--- src/rtl/acq_pkg.sv ---
// Shared widths, state encoding and peak record for the acquisition peak sorter.
package acq_pkg;
  localparam int AMP_W = 9;
  localparam int GRP_W = 11;
  localparam int CNT_W = 13;
  localparam int PH_W  = GRP_W + 2;
  localparam int NS_W  = AMP_W + CNT_W;

  typedef enum logic [1:0] {IDLE = 2'd0, COLLECT = 2'd1, HOLD = 2'd2} state_t;

  typedef struct packed {
    logic [AMP_W-1:0] amp;
    logic [PH_W-1:0]  ph;
  } peak_t;
endpackage

--- src/rtl/acq_peak_sort_if.sv ---
// Sample stream in, sorted result set out; slave is the sorter, master the controller side.
interface acq_peak_sort_if
  import acq_pkg::*;
();
  logic             in_valid;
  logic             in_ready;
  logic [AMP_W-1:0] in_amp;
  logic [1:0]       in_lane;
  logic [GRP_W-1:0] in_grp;
  logic             in_last;
  logic             res_valid;
  logic             res_ack;
  logic [AMP_W-1:0] peak_amp0, peak_amp1, peak_amp2;
  logic [PH_W-1:0]  peak_ph0, peak_ph1, peak_ph2;
  logic [NS_W-1:0]  noise_sum;
  logic [CNT_W-1:0] sample_cnt;

  modport slave (
    input  in_valid, in_amp, in_lane, in_grp, in_last, res_ack,
    output in_ready, res_valid, peak_amp0, peak_amp1, peak_amp2,
           peak_ph0, peak_ph1, peak_ph2, noise_sum, sample_cnt
  );

  modport master (
    output in_valid, in_amp, in_lane, in_grp, in_last, res_ack,
    input  in_ready, res_valid, peak_amp0, peak_amp1, peak_amp2,
           peak_ph0, peak_ph1, peak_ph2, noise_sum, sample_cnt
  );
endinterface

--- src/rtl/peak_insert.sv ---
// Combinational insert of one candidate into a 3-entry descending list; ties keep the older entry.
module peak_insert
  import acq_pkg::*;
(
  input  peak_t [2:0] cur,
  input  peak_t       cand,
  output peak_t [2:0] nxt
);
  always_comb begin
    nxt = cur;
    // strict compares: an equal or zero candidate never displaces
    if (cand.amp > cur[0].amp) begin
      nxt[0] = cand;
      nxt[1] = cur[0];
      nxt[2] = cur[1];
    end else if (cand.amp > cur[1].amp) begin
      nxt[1] = cand;
      nxt[2] = cur[1];
    end else if (cand.amp > cur[2].amp) begin
      nxt[2] = cand;
    end
  end
endmodule

--- src/rtl/acq_peak_sort.sv ---
// Per-round top-3 peak tracker with saturating noise sum / sample count and valid/ack result hold.
module acq_peak_sort
  import acq_pkg::*;
(
  input  logic            clk,
  input  logic            rst,
  input  logic            start,
  acq_peak_sort_if.slave  bus
);
  state_t           state, state_nxt;
  peak_t [2:0]      pk, pk_ins;
  peak_t            cand;
  logic [NS_W-1:0]  ns;
  logic [NS_W:0]    ns_add;
  logic [CNT_W-1:0] cnt;
  logic             rv;
  logic             acc;

  assign bus.in_ready = (state == COLLECT) && !start;
  assign acc          = bus.in_valid && bus.in_ready;
  assign cand         = {bus.in_amp, bus.in_grp, bus.in_lane};
  assign ns_add       = {1'b0, ns} + {{(NS_W+1-AMP_W){1'b0}}, bus.in_amp};

  peak_insert u_ins (.cur(pk), .cand(cand), .nxt(pk_ins));

  always_comb begin
    state_nxt = state;
    case (state)
      COLLECT: if (acc && bus.in_last) state_nxt = HOLD;
      HOLD:    if (bus.res_ack)        state_nxt = IDLE;
      default: state_nxt = state;
    endcase
    // start overrides both the last-sample and the ack transitions
    if (start) state_nxt = COLLECT;
  end

  always_ff @(posedge clk) begin
    if (rst) state <= IDLE;
    else     state <= state_nxt;
  end

  always_ff @(posedge clk) begin
    if (rst || start) begin
      pk  <= '0;
      ns  <= '0;
      cnt <= '0;
      rv  <= 1'b0;
    end else begin
      rv <= (state_nxt == HOLD);
      if (acc) begin
        pk  <= pk_ins;
        ns  <= ns_add[NS_W] ? '1 : ns_add[NS_W-1:0];
        cnt <= (&cnt) ? cnt : cnt + 1'b1;
      end
    end
  end

  assign bus.res_valid  = rv;
  assign bus.peak_amp0  = pk[0].amp;
  assign bus.peak_amp1  = pk[1].amp;
  assign bus.peak_amp2  = pk[2].amp;
  assign bus.peak_ph0   = pk[0].ph;
  assign bus.peak_ph1   = pk[1].ph;
  assign bus.peak_ph2   = pk[2].ph;
  assign bus.noise_sum  = ns;
  assign bus.sample_cnt = cnt;
endmodule
--- src/flat_wrapper.sv ---
// flat-port wrapper written by rule: the top's interface ports become plain ports
module acq_peak_sort_flat import acq_pkg::*;
  (clk, rst, start, bus_in_valid, bus_in_amp, bus_in_lane, bus_in_grp, bus_in_last, bus_res_ack, bus_in_ready, bus_res_valid, bus_peak_amp0, bus_peak_amp1, bus_peak_amp2, bus_peak_ph0, bus_peak_ph1, bus_peak_ph2, bus_noise_sum, bus_sample_cnt);
  acq_peak_sort_if bus_i ();
  input  logic clk;
  input  logic rst;
  input  logic start;
  input wire logic [$bits(bus_i.in_valid)-1:0] bus_in_valid;
  input wire logic [$bits(bus_i.in_amp)-1:0] bus_in_amp;
  input wire logic [$bits(bus_i.in_lane)-1:0] bus_in_lane;
  input wire logic [$bits(bus_i.in_grp)-1:0] bus_in_grp;
  input wire logic [$bits(bus_i.in_last)-1:0] bus_in_last;
  input wire logic [$bits(bus_i.res_ack)-1:0] bus_res_ack;
  output wire logic [$bits(bus_i.in_ready)-1:0] bus_in_ready;
  output wire logic [$bits(bus_i.res_valid)-1:0] bus_res_valid;
  output wire logic [$bits(bus_i.peak_amp0)-1:0] bus_peak_amp0;
  output wire logic [$bits(bus_i.peak_amp1)-1:0] bus_peak_amp1;
  output wire logic [$bits(bus_i.peak_amp2)-1:0] bus_peak_amp2;
  output wire logic [$bits(bus_i.peak_ph0)-1:0] bus_peak_ph0;
  output wire logic [$bits(bus_i.peak_ph1)-1:0] bus_peak_ph1;
  output wire logic [$bits(bus_i.peak_ph2)-1:0] bus_peak_ph2;
  output wire logic [$bits(bus_i.noise_sum)-1:0] bus_noise_sum;
  output wire logic [$bits(bus_i.sample_cnt)-1:0] bus_sample_cnt;
  assign bus_i.in_valid = bus_in_valid;
  assign bus_i.in_amp = bus_in_amp;
  assign bus_i.in_lane = bus_in_lane;
  assign bus_i.in_grp = bus_in_grp;
  assign bus_i.in_last = bus_in_last;
  assign bus_i.res_ack = bus_res_ack;
  assign bus_in_ready = bus_i.in_ready;
  assign bus_res_valid = bus_i.res_valid;
  assign bus_peak_amp0 = bus_i.peak_amp0;
  assign bus_peak_amp1 = bus_i.peak_amp1;
  assign bus_peak_amp2 = bus_i.peak_amp2;
  assign bus_peak_ph0 = bus_i.peak_ph0;
  assign bus_peak_ph1 = bus_i.peak_ph1;
  assign bus_peak_ph2 = bus_i.peak_ph2;
  assign bus_noise_sum = bus_i.noise_sum;
  assign bus_sample_cnt = bus_i.sample_cnt;
  acq_peak_sort u_core (.clk(clk), .rst(rst), .start(start), .bus(bus_i));
endmodule
--- config.mk ---
export PLATFORM = sky130hd
export DESIGN_NAME = acq_peak_sort_flat
export DESIGN_NICKNAME = d
export VERILOG_FILES = /design/src/rtl/acq_pkg.sv /design/src/rtl/acq_peak_sort_if.sv /design/src/rtl/peak_insert.sv /design/src/rtl/acq_peak_sort.sv /design/src/flat_wrapper.sv
export SDC_FILE = /design/constraint.sdc
export NUM_CORES = 1
export LEC_CHECK = 0
export ABC_AREA = 0
export BUFFER_PORTS_ARGS = -buffer_cell sky130_fd_sc_hd__buf_2
export CAP_MARGIN = 40
export CORE_AREA = 3 3 112 114
export CTS_CLUSTER_DIAMETER = 100
export DETAILED_ROUTE_END_ITERATION = 10
export DIE_AREA = 0 0 115 117
export GPL_ROUTABILITY_DRIVEN = 0
export PLACE_DENSITY = 0.81
export SLEW_MARGIN = 20
export SYNTH_ARGS = -nofsm -noshare
export SYNTH_HDL_FRONTEND = slang
export SYNTH_SLANG_ARGS = --single-unit
--- constraint.sdc ---
create_clock -name clk -period 2.73 [get_ports clk]
set_input_delay 0.546 -clock clk [delete_from_list [all_inputs] [get_ports clk]]
set_output_delay 0.546 -clock clk [all_outputs]
set_load 0.01 [all_outputs]
After elaboration in Yosys (flattened, before gate mapping):

Cells that the tools add are included.

* flip-flop bits (word level): 104
* latch bits: 0
* memory bits (writable): 0
* bits in read-only memories: 0
* input bits: 28
* output and inout bits: 103
* word-level logic and storage cells: 40
* memories: 0

* add/sub/neg operators: 2
* multipliers: 0
* divide/modulo/power cells: 0
* order comparisons: 3
* equal/unequal tests: 3
* shift operators: 0
* muxes and demuxes: 9
* bitwise gates (word level): 1
* reduce and logical (&&, ||, !) cells: 12

Operator list (count)
* 2-to-1 mux 22 bit: 4
* 2-to-1 mux 44 bit: 1
* > comparator 9 bit: 3
* adder 22 x 9 -> 23 bit: 1
* adder 13 x 1 -> 13 bit (second input constant): 1
* AND reduction 13 bit: 1
* AND reduction 2 bit: 4
* 2-to-1 mux 2 bit: 3
* equality test 2 bit (second input constant): 2
* case mux 2 bit (2 select lines): 1
* logical AND 1 bit: 3
* nonzero test 3 bit: 1
* equality test 2 x 1 -> 1 bit (second input constant): 1
* nonzero test 2 bit: 1
* zero test 1 bit: 1
* logical OR 1 bit: 1
* NOT 1 bit: 1

Longest topological paths before layout:

* depth after elaboration: 8
* gate-level depth with buffers: 10
* depth with buffers taken out: 8

By module:

From an unflattened synthesis, not the netlist that was laid out.

* cell total of the unflattened synthesis: 911
* area, all modules: 7131.8 um2

By module, submodules not included
* acq_peak_sort: instances 1, cells an instance 525, area each 4315.4 um2, seq. area each 2082.0 um2
* peak_insert: instances 1, cells an instance 386, area each 2816.5 um2, seq. area each 0.0 um2

Least setup slack after synthesis:

No wires, ideal clock.

* kind: input to register
* start: in bus_in_amp[0]
* end: reg u_core.ns[0] (netlist: u_core.bus.noise_sum[0])
* setup time: 0.131 ns
* arrival: 2.642 ns
* required time: 2.599 ns
* slack: -0.043 ns
* stages on the path: 8
* buffers on the path: 0
* cell sequence: ha_1 > fa_1 > a211oi_1 > o21ai_2 > a2111oi_4 > nor3_1 > a31oi_2 > a21oi_1

* word-level cells in the longest chain between the ends: 2

RTL lines
* start, declared: RTL line flat_wrapper.sv:9 `input wire logic [$bits(bus_i.in_amp)-1:0] bus_in_amp;`
* adder 22 x 9 -> 23 bit: RTL line acq_peak_sort.sv:22 `assign ns_add = {1'b0, ns} + {{(NS_W+1-AMP_W){1'b0}}, bus.in_amp};`
* 2-to-1 mux 22 bit: RTL line acq_peak_sort.sv:52 `ns <= ns_add[NS_W] ? '1 : ns_add[NS_W-1:0];`
* end signal, assigned: RTL line acq_peak_sort.sv:52
* end, declared: RTL line acq_peak_sort.sv:13 `logic [NS_W-1:0] ns;`

Every way passes these cells.
A chain may end at the register's enable or synchronous reset.

Worst setup path in the final report:

* start: reg u_core.pk, in the netlist u_core.bus.peak_amp0[6]
* end: reg u_core.pk, in the netlist u_core.bus.peak_amp2[2]

* word-level cells in the longest chain between the ends: 3
* elaborated cells on any way between the ends: 4
* classes of those cells: order compare: 1; mux: 1; reduce/logical: 2

RTL lines
* start, declared: RTL line acq_peak_sort.sv:11 `peak_t [2:0] pk, pk_ins;`
* start signal, assigned: RTL line acq_peak_sort.sv:51 `pk <= pk_ins;`
* > comparator 9 bit (*): RTL line peak_insert.sv:12 `if (cand.amp > cur[0].amp) begin`
* nonzero test 3 bit (no line)
* AND reduction 2 bit (no line)

Mark *: on every way between the ends. The rest lies on a longest branch, timed or not.

==> results.md <==
- TritonCTS built the clock tree.
- The total CTS buffers is 9.
- The final count of hold timing violations is 0.
- The floorplan step defined a die boundary enclosing 13460 sq um.
- The first element of the critical path is u_core.bus.peak_amp0[6]$_SDFFE_PP0P_.
- The proportion of register bits with asynchronous set or reset after synthesis is 0%.
- Sorting the synthesized cells by area gives the leading types as sky130_fd_sc_hd__dfxtp_1, sky130_fd_sc_hd__mux2i_1, sky130_fd_sc_hd__ha_1, sky130_fd_sc_hd__a21oi_1, sky130_fd_sc_hd__a211oi_2.
- The floorplan has 39 rows.
- The share of the Yosys chip area taken by registers is 36.52%.
- Summed over all nets, the half-perimeter wirelength after detailed placement is 11540 um.
- The required time at the worst-slack endpoint is 2940 ps.
- In the synthesized netlist the dominant register cell turns out to be sky130_fd_sc_hd__dfxtp_1.
- The tree is rooted in a sky130_fd_sc_hd__clkbuf_16.
- The cell at the slowest stage of the critical path is sky130_fd_sc_hd__nor3_1.
- The insertion delay to the later sink of the worst-skew pair is 340 ps.
- The tightest min-delay check is of the primary input to flop type.
- Setup slack on the worst reg-to-reg path comes out at 170 ps.
- The via count of the first global-routing pass is 5254.
- Summed over all layers, the routed wires come to 15490 um.
- The total global routing overflow is 0.
- For this design the top-level I/O count stands at 131.
- The smallest clock period supported by the final layout is computed as 2562 ps.
- Setup violations remaining at the end of the flow were counted as 0.
- For this run, design rule violations remaining after detail routing come to 0.
- The commonest cells after synthesis are sky130_fd_sc_hd__dfxtp_1, sky130_fd_sc_hd__a21oi_1, sky130_fd_sc_hd__mux2i_1, sky130_fd_sc_hd__nor2_1, sky130_fd_sc_hd__inv_1.
- The synthesized netlist cell count is 618.
- The floorplan step set the die width to 115 um.
- The number of different library cells in the post-synthesis netlist is 52.
- The worst setup path is captured at a flop.
- The critical path goes through inv_1 -> ha_1 -> nand4_1 -> nor3_1 -> nor3_4 -> buf_12 -> o41ai_1 -> a21oi_1.
- The number of gates resized after CTS was 0.
- The highest clock rate is 390.3 MHz.
- The clock skew is 7.691 ps.
- Detailed routing placed a total of 1007 um of wire on met3.
- For this run, the slowest stage of the critical path takes 670 ps.
- The utilization of the core after routing is 61.13%.
- The number of antenna violations at the first check in global routing is 0.
- The starting density of the core is 49.51%.
- For this block, the initial DRC count from the detailed router was 280.
- The count of TritonRoute iterations in the first routing pass is 5.
- Summed over its instances, the top area cell type makes up 36.52% of the synthesized netlist area.
- The flow ran to the end, and the final reports show no timing, DRC or antenna violations.
- In the routed layout, each cell is associated on average with a via count of 5.818.
- The clock passes through at most 2 buffers.
- The total of hold buffers inserted after clock tree synthesis is 0.
- The average instance area after synthesis is 9.226 sq um.
- After synthesis the cells add up to 5702 sq um.
- Summed over all failing endpoints, the final setup total negative slack is 0 ps.
- Global routing consumed, over all layers together, 22.87% of the routing resources.
- The slew at the pin with the worst max-slew slack is 756.3 ps.
- The clock-pin slew on the worst setup and hold paths is 70 ps.
- For this design the ratio of total power to cell area is 485.0 nW/um^2.
- The count of max-cap constraint violations is 0.
- The detail-routed net length per standard cell is 17.10 um.
- The share of layout cells above drive strength 1 is 28.18%.
- The area growth from synthesis to layout is 23.46%.
- At the worst endpoint, the arrival time is 2780 ps.
- The final critical path takes up 93.86% of the cycle.
- The met1 layer wirelength in the final routing is 6499 um.
- The number of synthesized flops with an enable pin is 0.
- The highest routed metal layer is met4.
- The first-pass GRT wire length is 25150 um.
- Setup repair after global routing left no endpoint under its margin.
- Prior to clock tree synthesis, the placed netlist has a worst setup slack of -103.4 ps.
- The end of the critical path is u_core.bus.peak_amp2[2]$_SDFFE_PP0P_.
- Counting flops and latches in the post-synthesis netlist gives 104.
- The number of I/O port buffers is 130.
- Entering global routing, the biggest net connects 35 pins.
- For this run, the post-layout net count is 827.
- The endpoint of the lowest-slack register-to-register path is u_core.bus.peak_amp2[2]$_SDFFE_PP0P_.
- Yosys instantiated no cell more often than sky130_fd_sc_hd__dfxtp_1.
- The count of placed standard cells including taps is 890.
- The routed layout has 5271 vias.
- In this run the standard cell core region covers 11520 sq um.
- The least setup slack across all paths after layout is 167.7 ps.
- Of all cell types, the one taking the most synthesized area is sky130_fd_sc_hd__dfxtp_1.
- The residual antenna-violating net count after detailed routing is 0.
- The number of nets in the synthesized netlist is 686.
- Along the worst path, the maximum fanout reaches 30.
- STA classifies the critical path startpoint as a flop.
- The sum of met2 wire segment lengths after detailed routing is 7660 um.
- The launch instance of the worst register-to-register path is u_core.bus.peak_amp0[6]$_SDFFE_PP0P_.
- The floorplan die height is 117 um.
- The antenna diode count is 0.
- The leakage power is 0.003092 uW.
- The worst reg-to-reg path cell count is 8.
- The critical path is of the flop to flop type.
- For this run, the number of Yosys warnings is 0.
- Hold timing on the final database bottoms out at a slack of 391.1 ps.
- The maximum ir drop on the vdd rail is 339.3 uV.
- The number of max-slew violations in the final report was 0.
- The H-tree was split into 3 levels.
- The number of sinks on the clock net is 104.
- Leaving out filler cells and counting taps, the final layout contains 906.
- The worst max-slew margin expressed relative to the limit is 49.19%.
[worst min path at each step]
stage,start,end,slack (ps),depth (start not counted)
3_3_place_gp,u_core.bus.sample_cnt[1]$_SDFFE_PP0P_,u_core.bus.sample_cnt[1]$_SDFFE_PP0P_,490,2
4_1_cts,rst,u_core.state[0]$_SDFF_PP0_,380,2
2_1_floorplan,u_core.state[0]$_SDFF_PP0_,u_core.state[0]$_SDFF_PP0_,480,2
5_1_grt,rst,u_core.state[0]$_SDFF_PP0_,390,2
6_report,rst,u_core.state[0]$_SDFF_PP0_,390,2
3_5_place_dp,u_core.bus.peak_ph0[1]$_SDFFE_PP0P_,u_core.bus.peak_ph0[1]$_SDFFE_PP0P_,510,2
[layer usage]
| metal | up-vias | GRT usage, % |
|---|---|---|
| li1 | 2556 | - |
| met1 | 2510 | 28.68 |
| met2 | 175 | 38.81 |
| met3 | 30 | 4.627 |
| met4 | 0 | 8.842 |
| met5 | - | 0 |
[power by group]
part	internal [uW]	leakage, uW	switching, uW
Combinational	184	0.00209	257
Sequential	1540	0.000840	20.7
Clock	834	0.000157	578
[metrics by stage]
stage               instance area [sq um]  total power [uW]
floorplan                            5707              1869
global placement                     6705              2014
detailed placement                   6705              2032
CTS                                  7032              3439
global route                         7039              3556
finish                               7039              3414
[state kept, by name, indices dropped and copies added (netlist names)]
name and cells:
u_core.bus.peak_ph1 13, u_core.bus.noise_sum 22, u_core.bus.peak_amp2 9, u_core.bus.res_valid 1, u_core.bus.peak_amp1 9, u_core.bus.sample_cnt 13, u_core.bus.peak_ph0 13, u_core.state 2
u_core.bus.peak_amp0 9, u_core.bus.peak_ph2 13
[final cells by class]
class	count	area, sq um
Timing Repair Buffer	166	983.4
Tap cell	143	178.9
Clock inverter	5	87.58
Clock buffer	10	239.0
Fill cell	971	4477
Multi-Input combinational cell	438	3318
Inverter	40	150.1
Sequential cell	104	2082
[repair_timing]
action                                 CTS  global route
endpoints found under the hold margin    0             0
setup endpoints to repair                0             4
setup buffers                            0             1
[critical path: cells and delay by family, from the launching register on]
kind	cells	cell delay, ps
AND/OR/NAND/NOR	3	960
flip-flops	1	390
buffers and inverters	2	280
AO/OA/AOI/OAI	2	510
adder cells (fa/ha/maj)	1	300
[cell usage in the layout, fill, tap and decap left out, types with 2 or more instances in the layout]
cell type and count:
sky130_fd_sc_hd__a211oi_2 22, sky130_fd_sc_hd__a41o_1 2, sky130_fd_sc_hd__xnor2_1 14, sky130_fd_sc_hd__o21ai_0 18, sky130_fd_sc_hd__dfxtp_1 104, sky130_fd_sc_hd__a21oi_1 75, sky130_fd_sc_hd__buf_4 31, sky130_fd_sc_hd__buf_12 5
sky130_fd_sc_hd__nor4b_1 2, sky130_fd_sc_hd__bufinv_16 2, sky130_fd_sc_hd__nor4_1 7, sky130_fd_sc_hd__xor2_1 7, sky130_fd_sc_hd__nand3_1 13, sky130_fd_sc_hd__clkbuf_16 9, sky130_fd_sc_hd__and3_1 3, sky130_fd_sc_hd__a31oi_1 4
sky130_fd_sc_hd__o41ai_1 22, sky130_fd_sc_hd__and2_1 2, sky130_fd_sc_hd__nand4_1 8, sky130_fd_sc_hd__o21a_1 3, sky130_fd_sc_hd__nor2b_1 2, sky130_fd_sc_hd__nor2_1 54, sky130_fd_sc_hd__nor3_1 13, sky130_fd_sc_hd__nor2_2 2
sky130_fd_sc_hd__a211oi_1 3, sky130_fd_sc_hd__ha_1 39, sky130_fd_sc_hd__a2111oi_4 2, sky130_fd_sc_hd__buf_2 130, sky130_fd_sc_hd__a21o_1 6, sky130_fd_sc_hd__nand2_1 20, sky130_fd_sc_hd__mux2i_1 69, sky130_fd_sc_hd__and4_1 5
sky130_fd_sc_hd__inv_1 40
[kinds of logic (layout without fill, tap and decap cells)]
logic type	count (synthesis)	after routing	share of synthesized area [%]
adder cells (fa/ha/maj)	40	40	8.909
AO/OA/AOI/OAI	169	169	21.44
flip-flops	104	104	36.52
XOR/XNOR	21	21	3.226
multiplexers	69	69	12.11
AND/OR/NAND/NOR	139	139	12.05
buffers and inverters	76	221	5.749
No activity file was read; power rests on OpenSTA's default activity.
